<file path="src/rtl/lw_sw_controller.sv">
// Multi-cycle LW/SW sequencer: IDLE->DECODE->ADDR->MEM(xMEM_LAT)->WB->DONE with Moore registered outputs.
// Latency from the start-sampling cycle to done: LW 4+MEM_LAT, SW 3+MEM_LAT, NOP/illegal 2; start is ignored while busy.
module lw_sw_controller #(
  parameter int REG_W   = 5,
  parameter int OFF_W   = 8,
  parameter int DATA_W  = 16,
  parameter int MEM_LAT = 1
) (
  input  logic                        clk,
  input  logic                        rst_n,
  input  logic                        start,
  input  logic [2+2*REG_W+OFF_W-1:0]  instr,
  input  logic [DATA_W-1:0]           mem_data,
  output logic                        busy,
  output logic                        done,
  output logic                        err,
  output logic [REG_W-1:0]            rs,
  output logic [REG_W-1:0]            rt,
  output logic [OFF_W-1:0]            offset,
  output logic [3:0]                  ALU_Sel,
  output logic                        MemRead,
  output logic                        MemWrite,
  output logic                        RegWrite,
  output logic [DATA_W-1:0]           load_data
);

  localparam int          IW      = 2 + 2*REG_W + OFF_W;
  localparam logic [3:0]  ALU_ADD = 4'b0000;
  localparam logic [3:0]  LAT_M1  = 4'(MEM_LAT - 1);
  localparam logic [1:0]  OP_LW   = 2'b00;
  localparam logic [1:0]  OP_SW   = 2'b01;
  localparam logic [1:0]  OP_ILL  = 2'b11;

  generate
    if (MEM_LAT < 1 || MEM_LAT > 15) begin : g_bad_mem_lat
      $error("lw_sw_controller: MEM_LAT must be in 1..15");
    end
  endgenerate

  typedef enum logic [2:0] {
    S_IDLE, S_DECODE, S_ADDR, S_MEM, S_WB, S_DONE
  } state_t;

  state_t     state;
  logic [1:0] op;
  logic [3:0] cnt;

  // Outputs are assigned on the edge entering a state so they are valid for that whole state.
  always_ff @(posedge clk or negedge rst_n) begin
    if (!rst_n) begin
      state     <= S_IDLE;
      op        <= 2'b00;
      cnt       <= 4'd0;
      busy      <= 1'b0;
      done      <= 1'b0;
      err       <= 1'b0;
      rs        <= '0;
      rt        <= '0;
      offset    <= '0;
      ALU_Sel   <= 4'b0000;
      MemRead   <= 1'b0;
      MemWrite  <= 1'b0;
      RegWrite  <= 1'b0;
      load_data <= '0;
    end else begin
      done     <= 1'b0;
      err      <= 1'b0;
      MemRead  <= 1'b0;
      MemWrite <= 1'b0;
      RegWrite <= 1'b0;
      ALU_Sel  <= ALU_ADD;
      case (state)
        S_IDLE: begin
          if (start) begin
            op     <= instr[IW-1 -: 2];
            rs     <= instr[IW-3 -: REG_W];
            rt     <= instr[OFF_W+REG_W-1 -: REG_W];
            offset <= instr[OFF_W-1:0];
            busy   <= 1'b1;
            state  <= S_DECODE;
          end
        end
        S_DECODE: begin
          if (op == OP_LW || op == OP_SW) begin
            state <= S_ADDR;
          end else begin
            done  <= 1'b1;
            err   <= (op == OP_ILL);
            state <= S_DONE;
          end
        end
        S_ADDR: begin
          cnt      <= LAT_M1;
          MemRead  <= (op == OP_LW);
          MemWrite <= (op == OP_SW);
          state    <= S_MEM;
        end
        S_MEM: begin
          if (cnt == 4'd0) begin
            if (op == OP_LW) begin
              RegWrite <= 1'b1;
              state    <= S_WB;
            end else begin
              done  <= 1'b1;
              state <= S_DONE;
            end
          end else begin
            cnt      <= cnt - 4'd1;
            MemRead  <= (op == OP_LW);
            MemWrite <= (op == OP_SW);
          end
        end
        S_WB: begin
          load_data <= mem_data;
          done      <= 1'b1;
          state     <= S_DONE;
        end
        S_DONE: begin
          busy  <= 1'b0;
          state <= S_IDLE;
        end
        default: begin
          busy  <= 1'b0;
          state <= S_IDLE;
        end
      endcase
    end
  end

endmodule

</file>
<file path="config.mk">
export PLATFORM = sky130hd
export DESIGN_NAME = lw_sw_controller
export DESIGN_NICKNAME = d
export VERILOG_FILES = /design/src/rtl/lw_sw_controller.sv
export SDC_FILE = /design/constraint.sdc
export NUM_CORES = 1
export LEC_CHECK = 0
export CAP_MARGIN = 20
export CORE_ASPECT_RATIO = 0.5
export CORE_MARGIN = 5
export CORE_UTILIZATION = 46
export CTS_CLUSTER_SIZE = 28
export DETAILED_ROUTE_END_ITERATION = 7
export GPL_TIMING_DRIVEN = 0
export PLACE_DENSITY = 0.84
export SYNTH_ARGS = -nofsm -noshare
export SYNTH_HDL_FRONTEND = slang
export SYNTH_SLANG_ARGS = --single-unit
</file>
<file path="constraint.sdc">
create_clock -name clk -period 2.95 [get_ports clk]
set_clock_uncertainty 0.15 [all_clocks]
set_input_delay 0.59 -clock clk [delete_from_list [all_inputs] [get_ports clk]]
set_output_delay 0.59 -clock clk [all_outputs]
set_load 0.005 [all_outputs]
</file>
==> impl_metrics.csv <==
group,metric,value,unit
worst_hold_path,hp-class,"primary input to async pin",
synthesis,synth-seq-cells,49,
timing,rsz0062_at_grt,"false",
placement,place_ws,0.585,ns
cells_and_area,fillers,311,
grt,antenna_found_initial,0,
timing,post-route-period-util,0.695,
cts,clk_path_buf_depth,2,
synthesis,synth_cell_types,35,
grt,grt_max_degree,31,
timing,max_freq,0.488,GHz
cts,cts_tree,"yes",
cts,ctsResizeCount,0,
floorplan,core,4380,um2
placement,gp_congestion,0.819,
pwr,irDropWorstVdd,331,uV
cts,hold_buffers,0,
pwr,p_per_area,938,nW/um2
routing,first_iter_violations,31,
synthesis,yosysSeqAreaShare,0.591,
synthesis,yosysTopAreaCellShare,0.591,
synthesis,synth-compound-area-share,0.0518,
pwr,cellInternalPower,2060,uW
timing,hold_viol_final,0,
cts,cts_setup_buffers,0,
synthesis,synth_xor_area_frac,0,
cts,clk_latency,0.31,ns
cts,h-tree-depth,2,
pwr,p_comb_frac,0.436,
cells_and_area,nets,281,
timing,period_minus_slack,2.05,ns
setup_path,cp-start-kind,"primary input",
synthesis,synthTopCellsByArea,"dfrtp_1 (59%), mux2_1 (14%), mux2_4 (6.5%), buf_4 (1.8%), nand2_1 (1.4%)",
synthesis,syn_avg_cell_area,13.7,um2
routing,post_drt_via_cell_ratio,4.86,
pwr,p_seq_frac,0.392,
placement,io_buffers,78,
floorplan,ios,83,
setup_path,cp-end-kind,"register",
synthesis,yosysWarnings,0,
grt,grt_pass1_wl,7760,um
pwr,pwr-share-clk,0.172,
placement,post-dp-hpwl,3550,um
run,cap_violations,0,
synthesis,synth.largest_area_cell,"dfrtp_1",
grt,grt.total_usage,0.160,
routing,drtAntennaViolNets,0,
cts,path_clk_slew,0.09,ns
cells_and_area,antenna_cells,0,
synthesis,async_reset_ff_frac,1.00,
synthesis,synth.area.mux_share,0.201,
synthesis,synthSimpleGateAreaFrac,0.0958,
synthesis,synth_area,2080,um2
floorplan,rows,17,
floorplan,initial_utilization,0.474,
floorplan,die_h,57.5,um
cells_and_area,layout-drive-gt1-share,0.133,
pwr,switching_share,0.286,
routing,wl,4680,um
cells_and_area,area_growth,48.1,%
floorplan,die-width,105,um
synthesis,synth_fa_ha_area_frac,0.0121,
synthesis,syn_inst,151,
cts,clock-root-buffer,"clkbuf_8",
synthesis,ys.flop_type,"dfrtp_1",
synthesis,synth_top_family_by_area,"multiplexers",
synthesis,synth_edf_count,0,
setup_path,arrival,2.09,ns
routing,drc,0,
pwr,switchingPower,824,uW
cts,cts.sinks,49,
routing,route.vias.total,1449,
cells_and_area,post-route-util,0.702,
grt,grt_pass1_vias,1566,
timing,setup-violations-final,0,
grt,grt_overflow,0,
routing,firstDrtPassIters,4,
cts,cts_inserted_buffers,5,
timing,drv_slew,0,
outcome,status,"finished, final reports clean",
timing,finalWorstSetupSlack,0.901,ns
floorplan,dieArea,6040,um2
pwr,p_leak,0.00134,uW
setup_path,critPathMaxFanout,10,
setup_path,required,2.99,ns
setup_path,worstSetupPathType,"primary input to register",
routing,wl_per_cell,15.7,um
timing,hold_ws,0.0741,ns
==> power by group through the flow <==
| stage | clock (uW) | combinational [uW] | sequential (uW) |
|---|---|---|---|
| 2_1_floorplan | 0 | 537 | 1150 |
| 3_3_place_gp | 0 | 1240 | 1120 |
| 3_5_place_dp | 0 | 1270 | 1140 |
| 4_1_cts | 510 | 1280 | 1130 |
| 5_1_grt | 531 | 1370 | 1170 |
| 6_report | 496 | 1260 | 1130 |
==> routing by layer <==
metal	vias to the layer above	global-route usage	wire length [um]
met1	718	0.189	1920
met2	33	0.292	2500
met4	0	0.0546	48
li1	693	-	-
met3	5	0.0384	213
met5	-	0	0
==> area by class of cell <==
type	count	area [um2]	area share
tap	57	71.3	0.0232
sequential	49	1230	0.399
inverter	4	15.0	0.00488
multi-input combinational	89	763	0.248
clock buffer	6	82.6	0.0269
timing repair buffer	79	796	0.259
buffer	12	82.6	0.0269
clock inverter	2	37.5	0.0122
==> flip-flops by register name (all words and copies together), names as in the netlist, 2 cells and up <==
register,count
load_data,16
offset,8
rs,5
rt,5
cnt,4
state,3
op,2
==> worst paths after layout <==
check | start | end | slack, ns | depth (start not counted)
hold / removal | rst_n | offset[7] | 0.07 | 1
hold reg to reg | rt[1] | rt[1] | 0.34 | 1
setup / recovery | start | offset[7] | 0.90 | 4
min in group clk | rt[1] | rt[1] | 0.34 | 1
setup reg to reg | state[0] | offset[7] | 1.17 | 3
max in group asynchronous | rst_n | load_data[7] | 2.06 | 2
==> synth_stat cells (2+ instances only) <==
| master | count |
|---|---|
| a21oi_1 | 2 |
| buf_2 | 3 |
| buf_4 | 5 |
| buf_6 | 2 |
| clkbuf_1 | 2 |
| dfrtp_1 | 49 |
| ha_1 | 2 |
| inv_1 | 4 |
| mux2_1 | 25 |
| mux2_4 | 9 |
| nand2_1 | 8 |
| nand2b_1 | 3 |
| nand3_1 | 3 |
| nor2_1 | 2 |
| nor3_1 | 3 |
| o21ai_0 | 5 |
| o21ai_1 | 5 |
| or3_1 | 2 |
==> worst max-delay path: stages <==
cell and delay (ns):
clkdlybuf4s50_1 0.50, nor4b_4 0.34, buf_2 0.31, mux2_1 0.35
==> layout by cell type (no fill, tap or decap), types with 2 or more instances in the layout <==
cell             count
a21oi_1              2
buf_2                4
buf_4                5
buf_6                2
clkbuf_1             2
clkbuf_8             6
clkdlybuf4s50_1     77
conb_1               4
dfrtp_1             49
ha_1                 2
inv_1                4
mux2_1              25
mux2_4               9
nand2_1              8
nand2b_1             3
nand3_1              3
nor2_1               2
nor3_1               3
o21ai_0              5
o21ai_1              5
or3_1                2
==> kinds of logic after synthesis <==
group,Yosys count
other cells,1
flops,49
compound gates,18
simple gates,31
fa+ha+maj,2
mux,34
buf+inv,16
==> metrics by stage <==
step                std cells  setup TNS [ns]  cell area [um2]  total power, uW
floorplan                 154               0             2090             1690
global placement          289           -8.83             2940             2360
detailed placement        290               0             2950             2410
CTS                       298               0             3070             2920
global route              298               0             3070             3070
finish                    298               0             3070             2880
Note: power is estimated with default switching activity, not from simulation.
